==> src/rtl/fp_pkg.sv <==
// Shared types and constants for the floating-point datapath blocks.
// The mantissa segment adder uses the state enum, the Exc codes and the default widths.
package fp_pkg;

  typedef enum logic [1:0] {
    IDLE     = 2'd0,
    ADD      = 2'd1,
    DONE     = 2'd2,
    WAIT_LOW = 2'd3
  } fp_madd_state_t;

  localparam logic [1:0] EXC_MADD_OK       = 2'b00;
  localparam logic [1:0] EXC_MADD_UNSTABLE = 2'b01;

  localparam int MADD_WIDTH = 24;
  localparam int MADD_SEG   = 8;

endpackage

==> src/rtl/fp_seg_add.sv <==
// Combinational SEG-bit slice adder: {cout, sum} = a + b + cin.
module fp_seg_add #(
  parameter int SEG = 8
) (
  input  logic [SEG-1:0] a,
  input  logic [SEG-1:0] b,
  input  logic           cin,
  output logic [SEG-1:0] sum,
  output logic           cout
);

  assign {cout, sum} = {1'b0, a} + {1'b0, b} + {{SEG{1'b0}}, cin};

endmodule

==> src/rtl/fp_mant_seg_adder.sv <==
// Multi-cycle mantissa adder: adds two captured WIDTH-bit operands one SEG-bit
// slice per cycle and reports sum, carry-out and an operand-stability flag.
module fp_mant_seg_adder
  import fp_pkg::*;
#(
  parameter int WIDTH = MADD_WIDTH,
  parameter int SEG   = MADD_SEG
) (
  input  logic             CLK,
  input  logic             RSTn,
  input  logic [WIDTH-1:0] Adder_datain1,
  input  logic [WIDTH-1:0] Adder_datain2,
  input  logic             Adder_valid,
  output logic [WIDTH-1:0] Adder_dataout,
  output logic             Adder_carryout,
  output logic [1:0]       Adder_Exc,
  output logic             Adder_ack,
  output logic             Adder_busy,
  output fp_madd_state_t   dbg_state
);

  localparam int NSEG = WIDTH / SEG;
  localparam int CW   = (NSEG > 1) ? $clog2(NSEG) : 1;
  localparam logic [CW-1:0] LAST = CW'(NSEG - 1);

  // Handshake: caller raises Adder_valid with stable data and holds it until
  // it sees the one-cycle Adder_ack; dropping valid before ack aborts the add.
  fp_madd_state_t state_q, state_n;

  logic [WIDTH-1:0] op1_q, op2_q;
  logic [CW-1:0]    cnt_q;
  logic             cin_q;
  logic             capture, do_slice, operands_changed;
  logic [SEG-1:0]   seg_a, seg_b, seg_sum;
  logic             seg_cout;

  assign seg_a            = op1_q[cnt_q*SEG +: SEG];
  assign seg_b            = op2_q[cnt_q*SEG +: SEG];
  assign operands_changed = (Adder_datain1 != op1_q) || (Adder_datain2 != op2_q);
  assign dbg_state        = state_q;

  fp_seg_add #(.SEG(SEG)) u_seg_add (
    .a    (seg_a),
    .b    (seg_b),
    .cin  (cin_q),
    .sum  (seg_sum),
    .cout (seg_cout)
  );

  always_ff @(posedge CLK or negedge RSTn) begin
    if (!RSTn) state_q <= IDLE;
    else       state_q <= state_n;
  end

  always_comb begin
    state_n  = state_q;
    capture  = 1'b0;
    do_slice = 1'b0;
    case (state_q)
      IDLE: begin
        if (Adder_valid) begin
          state_n = ADD;
          capture = 1'b1;
        end
      end
      ADD: begin
        if (!Adder_valid) begin
          state_n = IDLE;
        end else begin
          do_slice = 1'b1;
          if (cnt_q == LAST) state_n = DONE;
        end
      end
      DONE:     state_n = WAIT_LOW;
      WAIT_LOW: if (!Adder_valid) state_n = IDLE;
      default:  state_n = IDLE;
    endcase
  end

  always_ff @(posedge CLK or negedge RSTn) begin
    if (!RSTn) begin
      op1_q          <= '0;
      op2_q          <= '0;
      cnt_q          <= '0;
      cin_q          <= 1'b0;
      Adder_dataout  <= '0;
      Adder_carryout <= 1'b0;
      Adder_Exc      <= EXC_MADD_OK;
      Adder_ack      <= 1'b0;
      Adder_busy     <= 1'b0;
    end else begin
      if (capture) begin
        op1_q     <= Adder_datain1;
        op2_q     <= Adder_datain2;
        cnt_q     <= '0;
        cin_q     <= 1'b0;
        Adder_Exc <= EXC_MADD_OK;
      end
      if (do_slice) begin
        Adder_dataout[cnt_q*SEG +: SEG] <= seg_sum;
        cin_q <= seg_cout;
        cnt_q <= cnt_q + 1'b1;
        if (cnt_q == LAST) Adder_carryout <= seg_cout;
        // Sticky until the next capture; the add itself uses the captured copy.
        if (operands_changed) Adder_Exc <= EXC_MADD_UNSTABLE;
      end
      Adder_ack  <= (state_n == DONE);
      Adder_busy <= (state_n != IDLE);
    end
  end

endmodule

==> config.mk <==
export PLATFORM = sky130hd
export DESIGN_NAME = fp_mant_seg_adder
export DESIGN_NICKNAME = d
export VERILOG_FILES = /design/src/rtl/fp_pkg.sv /design/src/rtl/fp_seg_add.sv /design/src/rtl/fp_mant_seg_adder.sv
export SDC_FILE = /design/constraint.sdc
export NUM_CORES = 1
export LEC_CHECK = 0
export CELL_PAD_IN_SITES_DETAIL_PLACEMENT = 1
export CELL_PAD_IN_SITES_GLOBAL_PLACEMENT = 2
export CORE_ASPECT_RATIO = 1.25
export CORE_MARGIN = 2
export CORE_UTILIZATION = 30
export CTS_CLUSTER_SIZE = 14
export DETAILED_ROUTE_END_ITERATION = 10
export GPL_ROUTABILITY_DRIVEN = 0
export PLACE_DENSITY_LB_ADDON = 0.1
export SYNTH_ARGS = -nofsm -noshare
export SYNTH_HDL_FRONTEND = slang
export SYNTH_SLANG_ARGS = --single-unit
==> constraint.sdc <==
create_clock -name CLK -period 3.6 [get_ports CLK]
set_input_delay 0.54 -clock CLK [delete_from_list [all_inputs] [get_ports CLK]]
set_output_delay 0.54 -clock CLK [all_outputs]
set_load 0.01 [all_outputs]
==> flow_metrics.tcl <==
set metrics [dict create \
    max-slew-margin-rel 0.527 \
    wire_per_inst_um 18.5 \
    grt_max_degree 50 \
    dr_total_vias 3206 \
    fin_nets 534 \
    fin_crit_ns 3.14 \
    synth.area.top_cells "dfrtp_1 (47%), mux2_2 (12%), xor2_1 (9.8%), mux2i_1 (3.6%), ha_1 (3.4%)" \
    hold_buffers 0 \
    startpoint_type "register" \
    core_um2 14300 \
    gr-total-overflow 0 \
    period_share 0.871 \
    yosysSeqAreaShare 0.467 \
    outcome "completed" \
    hp-class "primary input to async pin" \
    worstSetupStartpoint "cnt_q[0]$_DFFE_PN0P_" \
    routed_wl_um 12000 \
    boundaryPins 82 \
    syn_to_final_growth_pct 30.4 \
    cp.required_ns 3.81 \
    clock_sinks 82 \
    drive_above_1_share 0.179 \
    io_buffers 81 \
    finalSetupViolCount 0 \
    yosysMostFrequentCell "dfrtp_1" \
    cts_resized 0 \
    p_total_mw 5.46 \
    fin_skew_ns 0.00482 \
    cts_tree "yes" \
    drtIter0Drc 96 \
    grt_pass1_vias 3469 \
    synth_edf_count 0 \
    drc 0 \
    syn_area_um2 4400 \
    grt_use_total 0.163 \
    syn_area_per_cell_um2 11.5 \
    cts-root-buf "clkbuf_16" \
    cts_made_buffers 9 \
    ys.warnings.count 0 \
    synth-async-reset-ratio 1.00 \
    clkLatencyLatePin_ns 0.34 \
    synth_ff_type "dfrtp_1" \
    ys_ff_latch 82 \
    cellLeakagePower_nw 2.40 \
    synth_common_cells "dfrtp_1 (82), xor2_1 (49), mux2_2 (48)" \
    synth_top_cell_by_area "dfrtp_1" \
    crit_slowest_cell "fa_1" \
    die_y_um 139 \
    rsz0062_at_grt "no" \
    initial_core_util 0.306 \
    netlist_instances 381 \
    yosysUniqueCellTypes 42 \
    worst_pin_slew_ns 0.704 \
    clk_path_buf_depth 2 \
    cp_max_fo 7 \
    antenna_found_initial 0 \
    cp_cell_sequence "inv_1 -> nor2_1 -> nand2_1 -> o21ai_0 -> fa_1 -> fa_1 -> a21o_1 -> a311o_1 -> a21oi_1 -> xor2_1 -> o21ai_0" \
    maxCapViolations 0 \
    via_per_inst 4.92 \
    post_cts_buffers 0 \
    finalMaxSlewViolations 0 \
    grt_first_pass_wirelength_um 19700 \
    fmax_mhz 319 \
    synth_top_area_share 0.467 \
    irDropWorstVdd_v 0.000400 \
    h-tree-depth 3 \
    tns_ns 0 \
    r2r-start "cnt_q[0]$_DFFE_PN0P_" \
    hold_viol 0 \
    critPathMaxStageDelay_ns 0.47 \
    p_per_area_nw_per_um2 951 \
    reg2reg_depth 11 \
    rows 49 \
    syn_nets 446 \
    die_area_um2 15600 \
    path_clk_slew_ns 0.06 \
    path_class "register to register" \
    diodes 0 \
    dp_hpwl_um 9380 \
    antenna_left 0 \
    dr.pass1.iters 4 \
    die_w_um 112 \
    endpoint_kind "register" \
    cp.arrival_ns 3.35 \
]
-- per-stage QoR --
stage                     cells  cell area, um^2  utilization  setup slack [ns]  hold slack, ns
after floorplan             381             4400            -             0.728           0.244
after global placement      636             5440        0.379             0.605           0.467
after detailed placement    636             5440        0.379             0.479           0.478
after CTS                   652             5730        0.400             0.448           0.222
after global routing        652             5730        0.400             0.216           0.242
final                       652             5730        0.400             0.464           0.203
-- critical path, delay by kind of cell, from the launching register on --
| kind | cells | cell delay, ns |
|---|---|---|
| buffers and inverters | 1 | 0.20 |
| adder cells (fa/ha/maj) | 2 | 0.90 |
| AND/OR/NAND/NOR | 2 | 0.27 |
| AO/OA/AOI/OAI | 5 | 1.00 |
| flip-flops | 1 | 0.38 |
| XOR/XNOR | 1 | 0.25 |
-- area by class of cell --
cell class	count	area, um^2
Clock inverter	5	53.8
Fill cell	1572	8610
Clock buffer	11	243
Multi-Input combinational cell	281	2260
Inverter	6	22.5
Timing Repair Buffer	89	881
Sequential cell	82	2050
Tap cell	178	223
-- sequential cells by signal, summed over array words and instances, names as in the netlist --
signal / cells
Adder_Exc: 2
Adder_ack: 1
Adder_busy: 1
Adder_carryout: 1
Adder_dataout: 24
cin_q: 1
cnt_q: 2
dbg_state: 2
op1_q: 24
op2_q: 24
-- logic make-up (layout without fill, tap and decap cells) --
| group | Yosys count | count (layout) | synth area share |
|---|---|---|---|
| AO/OA/AOI/OAI | 70 | 70 | 0.103 |
| XOR/XNOR | 52 | 52 | 0.104 |
| adder cells (fa/ha/maj) | 14 | 14 | 0.0433 |
| buffers and inverters | 18 | 111 | 0.0211 |
| flip-flops | 82 | 82 | 0.467 |
| multiplexers | 64 | 64 | 0.159 |
| AND/OR/NAND/NOR | 81 | 81 | 0.103 |
-- worst paths after layout --
path,endpoint,slack [ns]
max,Adder_dataout[6]$_DFFE_PN0P_,0.46
min,Adder_dataout[7]$_DFFE_PN0P_,0.20
max reg2reg,Adder_dataout[6]$_DFFE_PN0P_,0.46
min reg2reg,Adder_dataout[18]$_DFFE_PN0P_,0.48
max in group asynchronous,Adder_dataout[5]$_DFFE_PN0P_,2.62
min in group CLK,Adder_dataout[18]$_DFFE_PN0P_,0.48
-- layout by cell type (no fill, tap or decap), types with 6 or more instances in the layout --
| cell | instances |
|---|---|
| dfrtp_1 | 82 |
| clkdlybuf4s50_1 | 80 |
| xor2_1 | 49 |
| mux2_2 | 48 |
| nand2_1 | 33 |
| o21ai_0 | 29 |
| mux2i_1 | 16 |
| nor4_1 | 13 |
| a21oi_1 | 12 |
| ha_1 | 12 |
| a22o_1 | 10 |
| clkbuf_16 | 9 |
| buf_4 | 8 |
| nor2_1 | 7 |
| inv_1 | 6 |
-- per-layer routing --
metal / global-route usage / part of all wire
met2: 0.286 / 0.53
met3: 0.0274 / 0.030
met1: 0.201 / 0.43
met4: 0.0597 / 0.015
met5: 0 / 0
-- report_power, final --
| part | total, mW | switching (mW) | internal (mW) |
|---|---|---|---|
| clock | 0.928 | 0.374 | 0.554 |
| sequential | 1.70 | 0.389 | 1.31 |
| combinational | 2.83 | 1.49 | 1.33 |
| total | 5.46 | 2.25 | 3.20 |
Note: power is estimated with default switching activity, not from simulation.
